`src/rtl/aes_dec_pkg.sv`:
```
// Shared AES decryption types and helpers: byte/state layout and InvShiftRows.
// State byte k is row k%4, column k/4 and sits at bits [127-8k -: 8].
package aes_dec_pkg;

  localparam int NB_BYTES = 16;

  typedef logic [7:0] byte_t;
  typedef logic [0:NB_BYTES-1][7:0] state_t;

  typedef enum logic [1:0] {
    ST_IDLE = 2'd0,
    ST_RUN  = 2'd1,
    ST_DONE = 2'd2
  } fsm_t;

  function automatic int byte_idx(input int r, input int c);
    return r + 4 * c;
  endfunction

  // Row r rotates right by r columns: out[r][c] = in[r][(c-r) mod 4].
  function automatic state_t inv_shift_rows(input state_t s);
    state_t o;
    for (int c = 0; c < 4; c++) begin
      for (int r = 0; r < 4; r++) begin
        o[byte_idx(r, c)] = s[byte_idx(r, (c - r + 4) % 4)];
      end
    end
    return o;
  endfunction

endpackage

```
`src/rtl/aes_inv_sbox.sv`:
```
// AES inverse S-box: purely combinational 256-entry byte lookup.
module aes_inv_sbox (
  input  logic [7:0] in_byte,
  output logic [7:0] out_byte
);

  // Entry x occupies bits [2047-8x -: 8].
  localparam logic [2047:0] INV_SBOX = {
    128'h52096ad53036a538bf40a39e81f3d7fb,
    128'h7ce339829b2fff87348e4344c4dee9cb,
    128'h547b9432a6c2233dee4c950b42fac34e,
    128'h082ea16628d924b2765ba2496d8bd125,
    128'h72f8f66486689816d4a45ccc5d65b692,
    128'h6c704850fdedb9da5e154657a78d9d84,
    128'h90d8ab008cbcd30af7e45805b8b34506,
    128'hd02c1e8fca3f0f02c1afbd0301138a6b,
    128'h3a9111414f67dcea97f2cfcef0b4e673,
    128'h96ac7422e7ad3585e2f937e81c75df6e,
    128'h47f11a711d29c5896fb7620eaa18be1b,
    128'hfc563e4bc6d279209adbc0fe78cd5af4,
    128'h1fdda8338807c731b11210592780ec5f,
    128'h60517fa919b54a0d2de57a9f93c99cef,
    128'ha0e03b4dae2af5b0c8ebbb3c83539961,
    128'h172b047eba77d626e169146355210c7d
  };

  assign out_byte = INV_SBOX[{8'hff - in_byte, 3'b000} +: 8];

endmodule

```
`src/rtl/inv_sub_bytes_engine.sv`:
```
// Iterative InvShiftRows + InvSubBytes engine: LANES inverse S-boxes are
// time-multiplexed over the 16 state bytes, with valid/ready on both sides.
module inv_sub_bytes_engine
  import aes_dec_pkg::*;
#(
  parameter int LANES = 4
) (
  input  logic         clk,
  input  logic         rst_n,
  input  logic         in_valid,
  output logic         in_ready,
  input  logic [127:0] in_state,
  input  logic         in_shift,
  output logic         out_valid,
  input  logic         out_ready,
  output logic [127:0] out_state,
  output logic         busy
);

  localparam int NGROUPS = NB_BYTES / LANES;
  localparam int CW = (NGROUPS > 1) ? $clog2(NGROUPS) : 1;
  localparam logic [CW-1:0] LAST_GRP = CW'(NGROUPS - 1);

  if (!(LANES == 1 || LANES == 2 || LANES == 4 || LANES == 8 || LANES == 16)) begin : g_bad_lanes
    $error("inv_sub_bytes_engine: LANES must be 1, 2, 4, 8 or 16");
  end

  fsm_t            state_r;
  logic [CW-1:0]   cnt_r;
  state_t          buf_r;
  logic [127:0]    out_state_r;
  logic            out_valid_r;
  logic            busy_r;

  byte_t [LANES-1:0] lane_in_s;
  byte_t [LANES-1:0] lane_out_s;
  state_t            next_buf_s;
  state_t            load_s;
  logic              accept_s;

  function automatic logic [3:0] lane_pos(input logic [CW-1:0] grp, input int lane);
    return 4'(int'(grp) * LANES + lane);
  endfunction

  assign in_ready  = (state_r == ST_IDLE) | ((state_r == ST_DONE) & out_ready);
  assign accept_s  = in_valid & in_ready;
  assign load_s    = in_shift ? inv_shift_rows(state_t'(in_state)) : state_t'(in_state);
  assign out_valid = out_valid_r;
  assign out_state = out_state_r;
  assign busy      = busy_r;

  for (genvar l = 0; l < LANES; l++) begin : g_lane
    aes_inv_sbox u_sbox (
      .in_byte  (lane_in_s[l]),
      .out_byte (lane_out_s[l])
    );
  end

  // Select the current byte group from the working buffer.
  always_comb begin
    lane_in_s = '0;
    for (int l = 0; l < LANES; l++) begin
      lane_in_s[l] = buf_r[lane_pos(cnt_r, l)];
    end
  end

  // Write the substituted group back in place.
  always_comb begin
    next_buf_s = buf_r;
    for (int l = 0; l < LANES; l++) begin
      next_buf_s[lane_pos(cnt_r, l)] = lane_out_s[l];
    end
  end

  // Control FSM, working buffer and registered result.
  always_ff @(posedge clk or negedge rst_n) begin
    if (!rst_n) begin
      state_r     <= ST_IDLE;
      cnt_r       <= '0;
      buf_r       <= '0;
      out_state_r <= 128'd0;
      out_valid_r <= 1'b0;
      busy_r      <= 1'b0;
    end else if (accept_s) begin
      // A DONE-state accept also retires the previous result on this edge.
      buf_r       <= load_s;
      cnt_r       <= '0;
      state_r     <= ST_RUN;
      out_valid_r <= 1'b0;
      busy_r      <= 1'b1;
    end else begin
      case (state_r)
        ST_RUN: begin
          buf_r <= next_buf_s;
          if (cnt_r == LAST_GRP) begin
            state_r     <= ST_DONE;
            out_state_r <= next_buf_s;
            out_valid_r <= 1'b1;
          end else begin
            cnt_r <= cnt_r + 1'b1;
          end
        end
        ST_DONE: begin
          if (out_ready) begin
            state_r     <= ST_IDLE;
            out_valid_r <= 1'b0;
            busy_r      <= 1'b0;
          end
        end
        ST_IDLE: begin
          busy_r <= 1'b0;
        end
        default: begin
          state_r     <= ST_IDLE;
          out_valid_r <= 1'b0;
          busy_r      <= 1'b0;
        end
      endcase
    end
  end

endmodule

```
`config.mk`:
```
export PLATFORM = sky130hd
export DESIGN_NAME = inv_sub_bytes_engine
export DESIGN_NICKNAME = d
export VERILOG_FILES = /design/src/rtl/aes_dec_pkg.sv /design/src/rtl/aes_inv_sbox.sv /design/src/rtl/inv_sub_bytes_engine.sv
export SDC_FILE = /design/constraint.sdc
export NUM_CORES = 1
export LEC_CHECK = 0
export BUFFER_PORTS_ARGS = -buffer_cell sky130_fd_sc_hd__buf_4
export CAP_MARGIN = 30
export CORE_ASPECT_RATIO = 0.75
export CORE_MARGIN = 10
export CORE_UTILIZATION = 35
export CTS_CLUSTER_DIAMETER = 80
export DETAILED_ROUTE_END_ITERATION = 6
export RECOVER_POWER = 50
export REMOVE_ABC_BUFFERS = 1
export SYNTH_ARGS = -nofsm -noshare
export SYNTH_HDL_FRONTEND = slang
export SYNTH_HIERARCHICAL = 1
export SYNTH_SLANG_ARGS = --single-unit
```
`constraint.sdc`:
```
create_clock -name clk -period 8.7 [get_ports clk]
set_input_delay 0.435 -clock clk [delete_from_list [all_inputs] [get_ports clk]]
set_output_delay 0.435 -clock clk [all_outputs]
set_load 0.005 [all_outputs]
```
# Yosys cells after proc, flatten, opt, wreduce, memory -nomap -nowiden
# Index checks and enable logic that the tools add are counted.
[word_totals]
output_inout_bits = 131
in_bits = 133
elab_cells = 107
ff_bits = 262
[op_classes]
n_lt_le_gt_ge = 8
mux = 40
eq_ne = 8
bitwise = 8
add_sub_neg = 8
n_reduce_logical = 10
shift = 4
[op_table]
columns = ["cell", "n"]
rows = [
  ["2048-bit by 12-bit variable part select with 8-bit output (first input constant)", 4],
  ["128-bit bitwise mux", 4],
  ["128-bit 2-to-1 mux", 2],
  ["8-bit binary-select mux with 4-bit select", 4],
  ["8-bit demux with 4-bit select", 4],
  ["120-bit 2-to-1 mux", 1],
  ["8-bit 2-to-1 mux", 12],
  ["8-bit subtractor (first input constant)", 4],
  ["5-bit greater-or-equal comparator (second input constant)", 4],
  ["5-bit by 1-bit < comparator with 1-bit output (second input constant)", 4],
  ["4-bit inverter with 5-bit output", 4],
  ["2-bit 2-to-1 mux", 6],
  ["4-bit by 2-bit adder with 4-bit output (second input constant)", 2],
  ["2-bit inequality test (second input constant)", 3],
  ["3-bit inequality test (second input constant)", 2],
  ["2-bit one-hot mux with 3 select lines", 1],
  ["3-bit AND reduction", 2],
  ["4-bit by 1-bit adder with 4-bit output (second input constant)", 1],
  ["2-bit == test (second input constant)", 2],
  ["1-bit logical AND", 4],
  ["1-bit 2-to-1 mux", 4],
  ["2-bit AND reduction", 2],
  ["1-bit one-hot mux with 3 select lines", 1],
  ["2-bit by 1-bit adder with 2-bit output (second input constant)", 1],
  ["7 further kinds", 8],
]

# Logic depth before layout (Yosys ltp)
[depth]
ltp_word = 12
mapped_depth = 19
ltp_nobuf = 11

# Hierarchy
# Netlist, hierarchy kept.
[by_module_without_submodules]
columns = ["mod", "instances", "cells_per_inst", "area_per_inst_um2", "seq_area_each_um2"]
rows = [
  ["inv_sub_bytes_engine", 1, 1273, 13520.5, 6531.3],
  ["aes_inv_sbox", 4, 529, 3248.1, 0.0],
]

# Least setup slack after synthesis
# Ideal clock, no wire load.
[synth_timing]
path_kind = "register to register"
start = "register cnt_r[1]"
end = "register out_state_r[119] (netlist: out_state[119])"
period_less_slack_ns = 4.358
t_arrival_ns = 4.276
stages_incl_launch_ff = 19
path_buffers = 7
setup_ns = 0.083
path_slack_ns = 4.342
required_time_ns = 8.617
path_cell_list = "dfrtp_1 -> buf_4 -> buf_2 -> buf_2 -> mux4_2 -> clkbuf_1 -> clkbuf_1 -> inv_1 -> ha_1 -> buf_6 -> nor2_2 -> nor2_1 -> mux4_2 -> nor2b_1 -> or4_4 -> o211ai_2 -> clkbuf_1 -> mux2i_1 -> o21ai_0"
[synth_rtl]
columns = ["item", "line_no", "text"]
rows = [
  ["from (decl)", "inv_sub_bytes_engine.sv:29", "logic [CW-1:0] cnt_r;"],
  ["from (signal assigned)", "inv_sub_bytes_engine.sv:100", "cnt_r <= cnt_r + 1'b1;"],
  ["to (signal assigned)", "inv_sub_bytes_engine.sv:97", "out_state_r <= next_buf_s;"],
  ["to (decl)", "inv_sub_bytes_engine.sv:31", "logic [127:0] out_state_r;"],
]

==> impl.org <==
** Critical path
- Number of stages on the worst setup path :: 3
- Slowest cell on crit path :: sky130_fd_sc_hd__clkbuf_1
- Arrival time reported for the critical path endpoint :: 5.90 ns
- At the worst endpoint, the required time is 9.07 ns.
- Maximum fanout count along the critical path :: 76
- The cell family contributing the most delay on the critical path is buffers and inverters.
- STA classifies the critical path startpoint as a primary input.
- The number of buffers and inverters on the critical path is 3.
- By startpoint and endpoint, the worst setup path is classified as in2async.
- CP cell instances :: dlygate4sd3_1 -> clkbuf_1 -> clkbuf_2
- Measured in cells, the most critical reg-to-reg path has a length of 12.
- The worst setup path is captured at an async pin.
- The largest single stage delay on the critical path is 3.10 ns.

** Synthesis
- Sorting the synthesized cells by area gives the leading types as sky130_fd_sc_hd__dfrtp_1 (25%), sky130_fd_sc_hd__mux2i_1 (6.9%), sky130_fd_sc_hd__nand2_1 (6.2%).
- After technology mapping, the gate count stands at 3,389.
- Average cell area after synthesis :: 7.82 sq um
- Async set-or-reset flop fraction in the synthesized netlist :: 100%
- The share of the Yosys chip area taken by registers is roughly a quarter.
- For this run, the number of Yosys warnings is 6.
- After synthesis, the netlist uses 76 different library cells.
- Counting flops and latches in the post-synthesis netlist gives 261.
- EDFF count, synth :: 0
- Most area-hungry cell type in the Yosys netlist :: sky130_fd_sc_hd__dfrtp_1
- Combined area of all synthesized cells :: 26,500 sq um
- Top cell type's share of synthesized area :: 24.6%
- In the synthesized netlist the dominant register cell turns out to be sky130_fd_sc_hd__dfrtp_1.

** Drt
- Post-detailed-route count of antenna-violating nets :: 0
- Drc violations :: 7
- Per-cell via count in the routed design :: around 6.8
- Detailed Route WL :: between 100,000 and 150,000 um
- Pre-Repair DR Iteration Count :: 7
- After detailed routing, the average wire length per cell comes to just over 30 um.
- DRC marker count from the first detailed-route iteration :: a little under 5,000
- Total number of vias :: 29,550

** Floorplanning
- Count of boundary I/O pins :: 264
- In this run the standard cell core region covers 75,100 sq um.
- Die Area :: 87,300 sq um
- Floorplan die height :: 258 um
- In this run the horizontal extent of the chip is 338 um.
- The initial utilization of the core area, before any placement, comes to 35.3%.
- Cell row count :: 87

** STA
- Worst clock skew :: about 0.028 ns
- Crit share post-route :: 63.7%
- Slew Viols, Final :: 175
- Counting I/O delays and the setup requirement, the final critical path takes 5.54 ns.
- Final hold slack :: 0.0493 ns
- In this run the tightest slew margin relative to its limit is -198%.
- Final count of hold timing violations :: 0
- Based on the critical path, the design can be clocked at up to 180 MHz.
- Count of final setup violators :: 0
- Setup repair after global routing left no endpoint under its margin.
- Setup TNS :: 0 ns
- At the pin with the least slew margin, the transition time is 4.46 ns.

** Clock tree
- Skew-Pair Late Insertion Delay :: about 0.63 ns
- Clock buffers created by TritonCTS :: 29
- Number of setup buffers added after CTS :: 0
- CTS tree :: built
- CTS H-Tree Depth :: 1
- After clock tree synthesis, the clock-pin slew on the worst setup and hold paths is 0.07 ns.
- The clock passes through at most 3 buffers.
- Root Buffer Master :: sky130_fd_sc_hd__clkbuf_16
- CTS saw around 260 sinks.

** Finish
- The post-route netlist has 12.5% of its cells at a drive strength greater than 1.
- In the final design database the tool counted 3,532 nets.
- The repair_antennas step left the layout with diodes totalling 0.
- From synthesis to final layout, the design area changed by 9.10%.

** GRT
- Wire length of the first global-routing pass :: about 190,000 um
- Entering global routing, the biggest net connects between 200 and 250 pins.
- All-layer global routing usage :: 28.9%
- After global routing the overflow that remains totals 0.
- Via count of the first global-routing pass :: about 27,000
- Antenna violations before repair :: 2

** Placed design
- HPWL reported at the end of detailed placement :: 89,800 um
- Last weighted congestion value of the routability-driven placer :: 1.05
- Input and output buffers added on the ports amount to 263.

** Min path
- Worst hold path class :: in2reg
- Number of instances on the worst hold path :: 2

** Flow run
- Max-capacitance violation count :: 3

** Run status
- Failing checks :: design-rule violations, max-capacitance violations, max-slew violations
- The flow ran to the end, but the final reports show violations.
stage by stage:
stage                     util, %  instances  setup WS, ns  instance area, sq um
after global routing         38.5       4334          2.20                 28900
after floorplan                 -       2978          2.76                 24400
after CTS                    38.8       4332          3.25                 29200
final                        38.5       4334          3.16                 28900
after global placement       37.4       4275          3.08                 28100
after detailed placement     37.5       4280          3.27                 28200
cell type report:
type | count | area (sq um)
fillers | 7822 | 46200
multi-input cells | 2667 | 17700
clock inverters | 11 | 134
well taps | 979 | 1220
clock buffers | 40 | 857
inverters | 50 | 188
flip-flops and latches | 261 | 6530
repair buffers | 326 | 2240
cell usage after synthesis (95+ instances only):
library cell / n
sky130_fd_sc_hd__a21oi_1: 218
sky130_fd_sc_hd__a221o_1: 95
sky130_fd_sc_hd__a31oi_1: 105
sky130_fd_sc_hd__buf_2: 169
sky130_fd_sc_hd__clkbuf_1: 171
sky130_fd_sc_hd__dfrtp_1: 261
sky130_fd_sc_hd__mux2i_1: 184
sky130_fd_sc_hd__nand2_1: 439
sky130_fd_sc_hd__nand3_1: 96
sky130_fd_sc_hd__nor2_1: 176
sky130_fd_sc_hd__nor2b_1: 98
sky130_fd_sc_hd__nor3_1: 147
sky130_fd_sc_hd__o21ai_0: 244
placed cells by master, fill, tap and decap left out, types with 28 or more instances in the layout:
| cell type | n |
|---|---|
| sky130_fd_sc_hd__inv_1 | 42 |
| sky130_fd_sc_hd__and2_1 | 42 |
| sky130_fd_sc_hd__nand2_1 | 438 |
| sky130_fd_sc_hd__buf_4 | 184 |
| sky130_fd_sc_hd__a221o_1 | 95 |
| sky130_fd_sc_hd__o21ai_0 | 244 |
| sky130_fd_sc_hd__a21oi_1 | 217 |
| sky130_fd_sc_hd__clkbuf_1 | 77 |
| sky130_fd_sc_hd__o211ai_1 | 48 |
| sky130_fd_sc_hd__mux4_2 | 36 |
| sky130_fd_sc_hd__a311oi_1 | 44 |
| sky130_fd_sc_hd__nor3_1 | 147 |
| sky130_fd_sc_hd__nor2_1 | 176 |
| sky130_fd_sc_hd__nor2b_1 | 98 |
| sky130_fd_sc_hd__clkbuf_4 | 56 |
| sky130_fd_sc_hd__nand3_1 | 96 |
| sky130_fd_sc_hd__a31oi_1 | 105 |
| sky130_fd_sc_hd__nand2b_1 | 69 |
| sky130_fd_sc_hd__clkbuf_16 | 29 |
| sky130_fd_sc_hd__a211oi_1 | 32 |
| sky130_fd_sc_hd__mux2i_1 | 184 |
| sky130_fd_sc_hd__a221oi_1 | 28 |
| sky130_fd_sc_hd__ha_1 | 61 |
| sky130_fd_sc_hd__dfrtp_1 | 259 |
| sky130_fd_sc_hd__a2111oi_0 | 62 |
worst register-to-register path: cells and delay by family, from the launching register on:
family                     cells  cell delay [ns]
muxes                          3             1.47
buffers and inverters          2             1.00
DFF                            1             0.67
and+or+nand+nor                4             1.12
adders and majority gates      1             0.84
AOI/OAI and AO/OA              2             0.36
layer usage:
layer,wire length (um),track usage (%),share of wire [%],vias to the layer above
met5,13,0,0.0097,-
met3,17800,9.45,13,347
met2,51700,38.3,39,2227
met1,58900,42.8,44,14278
li1,-,-,-,12696
met4,5170,9.30,3.9,2
sequential cells by signal, summed over array words and instances (netlist names):
name,count
buf_r,128
busy,1
out_state,128
state_r,1
out_valid,1
cnt_r,2
timing repair:
item                      4_1_cts  5_1_grt
hold buffers                    1        0
resized for setup               0        0
hold endpoints to repair       73        0
cell families (layout without fill, tap and decap cells):
family          after synthesis  in the layout  synth area share [%]
fa+ha+maj                    64             64                  3.02
compound gates             1157           1157                  30.6
buf+inv                     461            427                  8.71
mux                         236            236                  10.9
simple gates               1201           1201                  21.9
flops                       261            261                  24.6
xor+xnor                      9              9                 0.297
path summary, 6_finish.rpt:
check,end,startpoint,slack (ns)
worst min-delay path,buf_r[56],in_state[56],0.05
worst max register to register,out_state[79],cnt_r[1],3.16
worst max-delay path,out_state[33],rst_n,3.16
worst min register to register,out_state[122],out_state[122],0.47
min in group asynchronous,out_state[114],rst_n,1.94
max in group clk,out_state[79],cnt_r[1],3.16
Power is left out: the tool's default activity adds up to more than one toggle a clock period on the data nets, which glitch-free logic cannot reach.
